$ cat src/rtl/cpu_ctrl_pkg.sv
// Shared definitions for the CPU control-step sequencer: state encoding,
// opcode constants and instruction-register field placement.
package cpu_ctrl_pkg;

    typedef enum logic [3:0] {
        ST_IDLE = 4'd0,
        ST_T0   = 4'd1,
        ST_T1   = 4'd2,
        ST_TW   = 4'd3,
        ST_T2   = 4'd4,
        ST_T3   = 4'd5,
        ST_T4   = 4'd6,
        ST_T5   = 4'd7,
        ST_T6   = 4'd8,
        ST_DONE = 4'd9
    } state_t;

    localparam int IR_W        = 32;
    localparam int DEF_NREGS   = 16;
    localparam int DEF_OP_W    = 5;
    localparam int DEF_NUM_OPS = 16;

    localparam logic [4:0] OP_AND = 5'h02;
    localparam logic [4:0] OP_MUL = 5'h0E;
    localparam logic [4:0] OP_DIV = 5'h0F;

    // Fields pack downward from the opcode: idx 0 = ra, 1 = rb, 2 = rc.
    function automatic int field_lsb(input int op_w, input int reg_w, input int idx);
        return IR_W - op_w - (idx + 1) * reg_w;
    endfunction

endpackage

$ cat src/rtl/reg_sel_decoder.sv
// Register index + enable to one-hot select; shared by the load (Rin) and
// drive (Rout) paths so both obey the same at-most-one-bit rule.
module reg_sel_decoder #(
    parameter int NREGS = 16,
    parameter int REG_W = $clog2(NREGS)
) (
    input  logic [REG_W-1:0] idx_i,
    input  logic             en_i,
    output logic [NREGS-1:0] sel_o
);

    always_comb begin
        sel_o = '0;
        if (en_i) begin
            sel_o[idx_i] = 1'b1;
        end
    end

endmodule

$ cat src/rtl/alu_op_sequencer.sv
// Control-step sequencer: fetch (T0-T2, with memory wait states) followed by
// register-register ALU execute (T3-T6); all strobes decode the state register.
module alu_op_sequencer
    import cpu_ctrl_pkg::*;
#(
    parameter int              NREGS   = DEF_NREGS,
    parameter int              OP_W    = DEF_OP_W,
    parameter int              NUM_OPS = DEF_NUM_OPS,
    parameter logic [OP_W-1:0] MUL_OP  = OP_W'(OP_MUL),
    parameter logic [OP_W-1:0] DIV_OP  = OP_W'(OP_DIV)
) (
    input  logic             clock,
    input  logic             clear,
    input  logic             start,
    input  logic             mem_ready,
    input  logic [31:0]      ir,
    output logic             PCout,
    output logic             IncPC,
    output logic             PCin,
    output logic             MARin,
    output logic             Zin,
    output logic             Zlowout,
    output logic             Zhighout,
    output logic             Read,
    output logic             MDRin,
    output logic             MDRout,
    output logic             IRin,
    output logic             Yin,
    output logic             HIin,
    output logic             LOin,
    output logic [NREGS-1:0] Rin,
    output logic [NREGS-1:0] Rout,
    output logic [OP_W-1:0]  alu_op,
    output logic             busy,
    output logic             done,
    output logic             err,
    output state_t           dbg_state_o
);

    localparam int REG_W  = $clog2(NREGS);
    localparam int RA_LSB = field_lsb(OP_W, REG_W, 0);
    localparam int RB_LSB = field_lsb(OP_W, REG_W, 1);
    localparam int RC_LSB = field_lsb(OP_W, REG_W, 2);

    state_t     state_q;
    logic       err_q;

    logic [OP_W-1:0]  opcode;
    logic [REG_W-1:0] ra, rb, rc;
    logic             illegal;
    logic             wide;
    logic             unused_ir_bits;

    assign opcode         = ir[31 -: OP_W];
    assign ra             = ir[RA_LSB +: REG_W];
    assign rb             = ir[RB_LSB +: REG_W];
    assign rc             = ir[RC_LSB +: REG_W];
    assign unused_ir_bits = ^ir[RC_LSB-1:0];
    assign illegal        = 32'(opcode) >= 32'(NUM_OPS);
    assign wide           = (opcode == MUL_OP) || (opcode == DIV_OP);

    always_ff @(posedge clock or negedge clear) begin
        if (!clear) begin
            state_q <= ST_IDLE;
            err_q   <= 1'b0;
        end else begin
            case (state_q)
                ST_IDLE: begin
                    if (start) begin
                        state_q <= ST_T0;
                        err_q   <= 1'b0;
                    end
                end
                ST_T0:   state_q <= ST_T1;
                ST_T1:   state_q <= mem_ready ? ST_T2 : ST_TW;
                ST_TW:   if (mem_ready) state_q <= ST_T2;
                ST_T2:   state_q <= ST_T3;
                // IR became valid on the T2->T3 edge, so the opcode is judged here.
                ST_T3: begin
                    if (illegal) begin
                        state_q <= ST_DONE;
                        err_q   <= 1'b1;
                    end else begin
                        state_q <= ST_T4;
                    end
                end
                ST_T4:   state_q <= ST_T5;
                ST_T5:   state_q <= wide ? ST_T6 : ST_DONE;
                ST_T6:   state_q <= ST_DONE;
                ST_DONE: begin
                    if (start) begin
                        state_q <= ST_T0;
                        err_q   <= 1'b0;
                    end else begin
                        state_q <= ST_IDLE;
                    end
                end
                default: state_q <= ST_IDLE;
            endcase
        end
    end

    logic             rin_en;
    logic             rout_en;
    logic [REG_W-1:0] rout_idx;

    always_comb begin
        PCout    = 1'b0;
        IncPC    = 1'b0;
        PCin     = 1'b0;
        MARin    = 1'b0;
        Zin      = 1'b0;
        Zlowout  = 1'b0;
        Zhighout = 1'b0;
        Read     = 1'b0;
        MDRin    = 1'b0;
        MDRout   = 1'b0;
        IRin     = 1'b0;
        Yin      = 1'b0;
        HIin     = 1'b0;
        LOin     = 1'b0;
        alu_op   = '0;
        done     = 1'b0;
        err      = 1'b0;
        rin_en   = 1'b0;
        rout_en  = 1'b0;
        rout_idx = rb;
        case (state_q)
            ST_T0: begin
                PCout = 1'b1;
                IncPC = 1'b1;
                Zin   = 1'b1;
                MARin = 1'b1;
            end
            ST_T1: begin
                Zlowout = 1'b1;
                PCin    = 1'b1;
                Read    = 1'b1;
                MDRin   = 1'b1;
            end
            ST_TW: begin
                Read  = 1'b1;
                MDRin = 1'b1;
            end
            ST_T2: begin
                MDRout = 1'b1;
                IRin   = 1'b1;
            end
            ST_T3: begin
                if (!illegal) begin
                    rout_en = 1'b1;
                    Yin     = 1'b1;
                end
            end
            ST_T4: begin
                rout_en  = 1'b1;
                rout_idx = rc;
                Zin      = 1'b1;
                alu_op   = opcode;
            end
            ST_T5: begin
                Zlowout = 1'b1;
                if (wide) LOin = 1'b1;
                else      rin_en = 1'b1;
            end
            ST_T6: begin
                Zhighout = 1'b1;
                HIin     = 1'b1;
            end
            ST_DONE: begin
                done = 1'b1;
                err  = err_q;
            end
            default: ;
        endcase
    end

    assign busy        = (state_q != ST_IDLE);
    assign dbg_state_o = state_q;

    reg_sel_decoder #(.NREGS(NREGS), .REG_W(REG_W)) u_rin_dec (
        .idx_i (ra),
        .en_i  (rin_en),
        .sel_o (Rin)
    );

    reg_sel_decoder #(.NREGS(NREGS), .REG_W(REG_W)) u_rout_dec (
        .idx_i (rout_idx),
        .en_i  (rout_en),
        .sel_o (Rout)
    );

endmodule

$ cat config.mk
export PLATFORM = sky130hd
export DESIGN_NAME = alu_op_sequencer
export DESIGN_NICKNAME = d
export VERILOG_FILES = /design/src/rtl/cpu_ctrl_pkg.sv /design/src/rtl/reg_sel_decoder.sv /design/src/rtl/alu_op_sequencer.sv
export SDC_FILE = /design/constraint.sdc
export NUM_CORES = 1
export LEC_CHECK = 0
export CORE_ASPECT_RATIO = 1.2
export CORE_MARGIN = 4
export CORE_UTILIZATION = 27
export DETAILED_ROUTE_END_ITERATION = 6
export PLACE_DENSITY = 0.8
export RECOVER_POWER = 50
export REMOVE_ABC_BUFFERS = 1
export SETUP_SLACK_MARGIN = 0.05
export SLEW_MARGIN = 25
export SYNTH_ARGS = -nofsm -noshare
export SYNTH_HDL_FRONTEND = slang
export SYNTH_SLANG_ARGS = --single-unit
$ cat constraint.sdc
create_clock -name clock -period 2.4 [get_ports clock]
set_input_delay 0.48 -clock clock [delete_from_list [all_inputs] [get_ports clock]]
set_output_delay 0.48 -clock clock [all_outputs]
set_load 0.02 [all_outputs]
==> results of run 1 <==
metrics by stage:
step / setup TNS, ns / area (um2) / hold WS (ns) / std cells
2_1_floorplan: -1.20 / 741 / 0.184 / 120
3_3_place_gp: -15.16 / 1670 / 0.469 / 246
3_5_place_dp: -16.03 / 1670 / 0.484 / 246
4_1_cts: 0 / 1710 / 0.465 / 255
5_1_grt: -0.139 / 1740 / 0.518 / 256
6_report: 0 / 1740 / 0.495 / 256
flip-flops by register name, summed over array words and instances, names as in the netlist:
signal       count
dbg_state_o      4
err_q            1
cell type report:
| cell class | count | area, um2 |
|---|---|---|
| Sequential cell | 5 | 125 |
| Inverter | 4 | 15.0 |
| Tap cell | 34 | 42.5 |
| Fill cell | 278 | 1120 |
| Clock buffer | 4 | 26.3 |
| Multi-Input combinational cell | 111 | 709 |
| Timing Repair Buffer | 98 | 825 |
repair_timing:
action                                  CTS  global route
endpoints found under the setup margin   51            32
buffers inserted                          5             1
resized for setup                       114            71
pin swaps                                 2             2
metal layers:
layer	up-vias	track usage	wire, um
li1	622	-	-
met1	569	0.180	1290
met2	65	0.279	1660
met3	2	0.0521	405
met4	0	0.0522	25
met5	-	0	0
worst max path at each step:
stage          endpoint  slack [ns]  cells after the start
2_1_floorplan       Zin       -0.57                      3
3_3_place_gp    Rout[0]       -0.52                      6
3_5_place_dp    Rout[0]       -0.55                      6
4_1_cts         Rout[0]       0.003                      6
5_1_grt         Rout[4]       -0.04                      7
6_report        Rout[4]        0.03                      7
cells in the mapped netlist, drive strengths merged:
cell type | n | share of area
dfrtp | 5 | 0.15
o211ai | 2 | 0.018
nor2 | 38 | 0.17
buf | 10 | 0.089
o31ai | 1 | 0.0091
a21oi | 1 | 0.0061
nor4 | 1 | 0.0076
and3 | 1 | 0.0076
inv | 4 | 0.018
and4bb | 1 | 0.020
nand3 | 2 | 0.012
and2 | 5 | 0.038
a32o | 2 | 0.024
nand2b | 11 | 0.083
or2 | 2 | 0.018
nor3 | 11 | 0.067
mux2i | 3 | 0.036
nor4b | 1 | 0.011
nand3b | 2 | 0.018
clkbuf | 3 | 0.014
nor2b | 5 | 0.038
o31a | 1 | 0.011
a22oi | 1 | 0.0091
nand2 | 12 | 0.055
nand4b | 2 | 0.021
o21ai | 4 | 0.024
a2bb2oi | 1 | 0.011
o221ai | 1 | 0.011
report_power, final:
group          switching (mW)  leakage (nW)  internal, mW  total [mW]
registers              0.0352        0.0615         0.127       0.162
clock network          0.0347        0.0150        0.0629      0.0976
logic                   0.656         0.802         0.557        1.21
cell families after synthesis:
kind of cell           after synthesis  share of synthesized area
multiplexers                         3                     0.0364
flip-flops                           5                      0.152
buffers and inverters               17                      0.121
AO/OA/AOI/OAI                       14                      0.123
AND/OR/NAND/NOR                     94                      0.568
worst register-to-register path: cells and delay by family, from the launching register on:
family,cells,cell delay [ns]
AOI/OAI and AO/OA,2,0.42
DFF,1,0.38
buffers and inverters,2,0.32
and+or+nand+nor,2,0.26
==> summary by stage, run 1 <==
Power
The static leakage is 0.878 nW. Across the VDD grid, the largest voltage drop is 743 uV. In this run the power density over the cells is 845 nW/um2. After layout, the design draws a total of 1.47 mW.

Drt
Dividing the detail-routed via count by the number of cells gives 4.91. The detailed-routing iteration count for the pre-antenna-repair pass is 4. Detailed routing inserted a total of 1,258 vias.

The number of routed nets with antenna violations is 0. The detailed-route DRC error count is 0. In the final routed layout, each cell accounts on average for 13.2 um. The detailed router finished its first iteration with 28 violations. For this block, the routed nets add up to 3.38 mm of wire.

Critical path
The worst setup path is launched from a flop. The capturing element type of the critical path is an output pin. The number of buffers and inverters on the critical path is 3. The cell family contributing the most delay on the critical path is simple AND/OR/NAND/NOR gates. Traced cell by cell, the critical path runs through and4bb_4 -> buf_12 -> mux2i_4 -> nand2b_4 -> buf_6 -> nor2_1 -> buf_4. The worst endpoint data arrival time is 1.89 ns.

The endpoint of the worst-slack reg-to-reg timing path is dbg_state_o[0]. The largest fanout on the critical path is 4. Counting cells, the worst reg-to-reg path comes to 6.

In this design, the stage delay of the slowest critical-path cell is 0.38 ns. The register-to-register path setup slack is 0.89 ns. The startpoint of the worst register-to-register path is dbg_state_o[3]. The worst setup path is of the reg -> out kind. Data on the critical path is required at its endpoint by 1.92 ns. The most critical setup path has its startpoint at dbg_state_o[3]. The largest individual stage delay along the critical path comes from the cell sky130_fd_sc_hd__dfrtp_1.

Synthesis
After synthesis the netlist holds a flip-flop and latch count of 5. Averaged over all synthesized cells, the footprint is 6.21 um2. The unique cell type count in the Yosys netlist is 32. The Yosys warning count is 0.

For this run, the register share of the synthesized area comes to 0.152. The summed instance area of the synthesized netlist is 826 um2. The synthesized instance count is 133.

STA
Between clock sinks in the finished design, the worst skew comes to 0.0000940 ns. Counting I/O delays and the setup requirement, the final critical path takes 2.37 ns. Measured against its own limit, the worst slew margin works out to 0.818. For this run, the top clock speed supported by timing is 421 MHz. Setup violations remaining at the end of the flow were counted as 0. Setup repair after global routing could not meet its margin everywhere. The slew at the pin with the worst max-slew slack is 0.271 ns. The number of max-slew violations in the final report was 0. The count of endpoints failing hold in the final timing report came to 0.

Setup slack closes at 0.0275 ns. The post-route fraction of the period consumed by the critical path is 0.989.

Placed design
The estimated wirelength of the detail-placed design is 2.52 mm. Prior to clock tree synthesis, the placed netlist has a worst setup slack of -0.550 ns. Buffers placed on the I/O ports in this run total 78.

The routability congestion estimate from global placement is 0.794.

Clock network
The maximum buffer depth of the clock tree is 2. Counting the buffers created by CTS gives 3. The clock net in this run drives a total of 5 sinks.

The clock-pin slew on the worst setup and hold paths is 0.04 ns. The quantity of hold-fixing buffers added after cts is 0. The root buffer cell chosen for the clock tree is sky130_fd_sc_hd__clkbuf_4. The later pin in the worst-skew pair is clocked with a latency of 0.24 ns. The number of levels the H-tree was split into is 1. The clock tree from TritonCTS is yes.

Worst hold path
The worst hold endpoint is err_q. The worst hold path stage count is 2. The worst hold path begins at err_q. The min-delay analysis places its worst path in the category reg -> reg.

Cells and area
The library cell used most frequently in the layout, excluding fill and tap cells, is sky130_fd_sc_hd__nor2_1. At the end of the flow, the number of nets in the layout was 259. The core utilization of the finished layout is 0.609. In the final layout, the share of cells above drive strength 1 is 0.360. The relative area change from synthesis to final layout is 111%. Leaving out fill and tap cells, the most frequent cells in the layout are 32 x sky130_fd_sc_hd__nor2_1, 24 x sky130_fd_sc_hd__clkdlybuf4s50_1, 21 x sky130_fd_sc_hd__buf_4. The number of diodes added for antenna fixing is 0.

Global routing
The number of global-route vias before repair is 1,193. The number of antenna violations at the first check in global routing was 0. The global routing usage summed across all routing layers is 0.159. The first global-routing pass estimated 5.02 mm of wire.

Entering global routing, the biggest net connects 16 pins. Summed over all layers, the global routing overflow is 0.

Die
For this configuration, the core starts out at a cell density of 0.288. The die is 58.5 um wide. In this run the standard cell core region covers 2860 um2.

The overall die area is 4010 um2. Pin placement for this block handled 94 I/O pins. In this run the core area contains 21 standard-cell rows.

The overall die height is 68.6 um.

Run
The tool flagged a number of max-cap violations equal to 0.

Outcome
The run finished with clean final reports.
(Power assumes the default switching activity.)
==> run 2, diff against run 1 <==
Settings changed: CORE_UTILIZATION 27 to 30, PLACE_DENSITY 0.8 to 0.87, TNS_END_PERCENT from default to 10.
Clock period 2.4 ns to 3.1 ns, I/O delays scaled along.
==> summary by stage, run 2 (synthesized netlist as in run 1, its figures left out) <==
Die
The overall die area was 3660 um2 (was 4010 um2). The number of standard-cell rows in the floorplan is 20 (was 21). The number of primary I/O pins is 94 (unchanged). The die span in x is 55.9 um (was 58.5 um).

The overall die height is 65.5 um (was 68.6 um). The area of the core is 2580 um2 (was 2860 um2). The starting density of the core was 0.320 (was 0.288).

Clock network
The clock-pin slew on the worst setup and hold paths is 0.04 ns (about the same). The number of clock sinks was 5 (unchanged). The clock tree from TritonCTS is yes (unchanged).

The total clock buffers created by CTS was 3 (unchanged). The quantity of hold-fixing buffers added after cts is 0 (unchanged). The buffer cell driving the clock tree root is sky130_fd_sc_hd__clkbuf_4 (unchanged). The clock insertion delay at the later pin of the skew report is 0.24 ns (about the same). The maximum buffer depth of the clock tree was 2 (unchanged). The number of levels the H-tree was split into came to 1 (unchanged).

STA
The number of failing setup endpoints in the final timing report came to 0 (unchanged). The post-route fraction of the period consumed by the critical path is 0.935. The number of max-slew violations in the final report is 0 (unchanged). The count of endpoints failing hold in the final timing report is 0 (unchanged). The slew at the pin with the worst max-slew slack was 0.407 ns (was 0.271 ns). The hold slack is 0.495 ns (about the same). Unrepaired setup endpoints after global routing: yes (unchanged). Based on the critical path, the design can be clocked at up to 345 MHz. The worst path in the final design needs a cycle of 2.90 ns, including I/O delays and setup.

The setup skew after layout came to 0.000966 ns (was 0.0000940 ns). The normalized max-slew margin is 0.729 (was 0.818).

Placed design
The estimated wirelength of the detail-placed design came to 2.53 mm (was 2.52 mm). The routability congestion estimate from global placement is 0.824 (was 0.794). The count of placed standard cells including taps is 237 (was 246). The number of port buffers is 78 (unchanged).

Drt
The routed wire length is 3.11 mm (was 3.38 mm). The via count of the routed design is 1,201 (was 1,258). The iteration-0 DRC count of the detailed router is 29 (was 28). The via density per instance came to 4.98 (was 4.91). The final routed wire length divided by cell count is 12.9 um (was 13.2 um). The detailed-route DRC error count is 0 (unchanged).

The detailed-routing iteration count for the pre-antenna-repair pass is 4 (unchanged). The number of routed nets with antenna violations is 0 (unchanged).

Critical path
The register-to-register path setup slack is 1.59 ns (was 0.89 ns). The cell family contributing the most delay on the critical path is buffers and inverters (was simple AND/OR/NAND/NOR gates). The worst endpoint data arrival time was 2.28 ns (was 1.89 ns).

The data required time of the critical path came to 2.48 ns (was 1.92 ns). The slowest cell on the critical path is sky130_fd_sc_hd__clkdlybuf4s50_1 (was sky130_fd_sc_hd__dfrtp_1). Cells along the critical path: clkdlybuf4s50_1 -> nand4b_1 -> nor2b_2 -> nand3b_1 -> nor3_1 -> dlygate4sd2_1 (was and4bb_4 -> buf_12 -> mux2i_4 -> nand2b_4 -> buf_6 -> nor2_1 -> buf_4). The largest fanout on the critical path came to 5 (was 4). The startpoint of the worst register-to-register path is dbg_state_o[1] (was dbg_state_o[3]).

The classification of the worst setup path is in -> out (was reg -> out). The path depth of the worst reg2reg path is 5 (was 6). The capturing element type of the critical path is an output pin (unchanged). The critical path depth in cells was 6 (was 7). The endpoint of the worst-slack reg-to-reg timing path is dbg_state_o[2] (was dbg_state_o[0]). The launch point of the worst path is ir[31] (was dbg_state_o[3]).

The sort of element at the start of the critical path is a primary input (was flop). The maximum cell stage delay along the critical path came to 0.55 ns (was 0.38 ns). The sum of buffers and inverters on the critical path came to 2 (was 3). The capture point of the worst path was Rin[1] (was Rout[4]).

Cells and area
Top library cells by usage in the layout, fill and taps aside: 38 x sky130_fd_sc_hd__nor2_1, 31 x sky130_fd_sc_hd__dlygate4sd2_1, 23 x sky130_fd_sc_hd__dlygate4sd3_1, 23 x sky130_fd_sc_hd__clkdlybuf4s50_1, 12 x sky130_fd_sc_hd__nand2_1 (was 32 x sky130_fd_sc_hd__nor2_1, 24 x sky130_fd_sc_hd__clkdlybuf4s50_1, 21 x sky130_fd_sc_hd__buf_4). The relative area change from synthesis to final layout is 92.7% (was 111%). The flip-flop count of the largest register after layout came to 4 (unchanged). The number of diodes added for antenna fixing is 0 (unchanged).

The final instance count without filler cells is 241 (was 256). The final net count came to 245 (was 259). The fraction of layout cells with a size suffix above 1 came to 0.0625 (was 0.360). The leading cell type in the layout, fill and taps excluded is sky130_fd_sc_hd__nor2_1 (unchanged). The count of filler cells inserted in the layout was 252 (was 278).

Outcome
Status: finished clean (unchanged).

Global routing
The global-route wire length before repair is 5.10 mm (was 5.02 mm). The number of global-route vias before repair was 1,176 (was 1,193). The number of antenna violations at the first check in global routing came to 0 (unchanged). The global routing usage summed across all routing layers is 0.172 (was 0.159).

The pin count of the biggest net entering global routing is 20 (was 16). The total overflow reported by the global router is 0 (unchanged).

Power
The switching share of power came to 0.512 (was 0.493). The worst-case vdd ir drop is 588 uV (was 743 uV). The static leakage is 0.808 nW (was 0.878 nW). The switching component of the power is 0.523 mW (was 0.726 mW). The overall power after layout is 1.02 mW (was 1.47 mW). The total power per unit cell area is 641 nW/um2 (was 845 nW/um2). The clock network fraction of total power is 0.074 (was 0.066). The combinational fraction of design power is 0.807 (was 0.824).

The internal power of the cells came to 0.498 mW (was 0.747 mW). The share of power burned in registers is 0.119 (was 0.110).

Worst hold path
The worst min-delay path class is reg -> reg (unchanged). The launch instance of the worst min-delay path was err_q (unchanged).

Run
The max capacitance violation total is 0 (unchanged).
==> run 2: stage by stage <==
stage	utilization	instance area, um2	setup WS, ns	setup TNS, ns
floorplan	-	741	-0.0126	-0.0126
global placement	0.624	1610	-0.195	-3.83
detailed placement	0.624	1610	-0.268	-4.97
CTS	0.622	1600	0.108	0
global route	0.617	1590	0.00267	0
finish	0.617	1590	0.200	0
==> run 2: layer usage <==
layer	global-route usage	wire, um	vias to the layer above
li1	-	-	603
met1	0.182	1160	517
met2	0.311	1440	77
met3	0.0825	469	4
met4	0.0356	30	0
met5	0	0	-
==> run 2: worst min path at each step <==
| stage | to | slack [ns] | cells after the start |
|---|---|---|---|
| 4_1_cts | err_q | 0.50 | 2 |
| 6_report | err_q | 0.50 | 2 |
| 3_5_place_dp | err_q | 0.48 | 2 |
| 2_1_floorplan | dbg_state_o[0] | 0.32 | 0 |
| 5_1_grt | err_q | 0.55 | 2 |
| 3_3_place_gp | err_q | 0.47 | 2 |
==> run 2: final cells by class <==
| class | count | area (um2) | share of cell area |
|---|---|---|---|
| inverter | 4 | 15.0 | 0.00943 |
| sequential | 5 | 125 | 0.0786 |
| timing repair buffer | 84 | 778 | 0.489 |
| multi-input combinational | 111 | 606 | 0.381 |
| tap | 33 | 41.3 | 0.0259 |
| clock buffer | 4 | 26.3 | 0.0165 |
==> run 2: power by group through the flow <==
| stage | clock, mW | combinational (mW) | sequential [mW] |
|---|---|---|---|
| 6_report | 0.0758 | 0.824 | 0.121 |
| 2_1_floorplan | 0 | 0.387 | 0.210 |
| 5_1_grt | 0.0790 | 0.902 | 0.127 |
| 3_5_place_dp | 0 | 0.861 | 0.122 |
| 3_3_place_gp | 0 | 0.859 | 0.120 |
| 4_1_cts | 0.0778 | 0.868 | 0.123 |
==> run 2: worst reg2reg max path, delay by kind of cell, from the launching register on <==
family                 cells  cell delay [ns]
AO/OA/AOI/OAI              3             0.44
AND/OR/NAND/NOR            1             0.30
buffers and inverters      1             0.21
flip-flops                 1             0.43
==> run 2: repair_timing <==
item | 4_1_cts | 5_1_grt
endpoints found under the setup margin | 32 | 12
gates resized for setup | 34 | 3
setup buffers | 0 | 0
==> run 3, diff against run 2 <==
Settings changed: CAP_MARGIN from default to 10.
==> results of run 3 <==
Same layout as run 2: the final DEF is identical, and so are final timing and power.
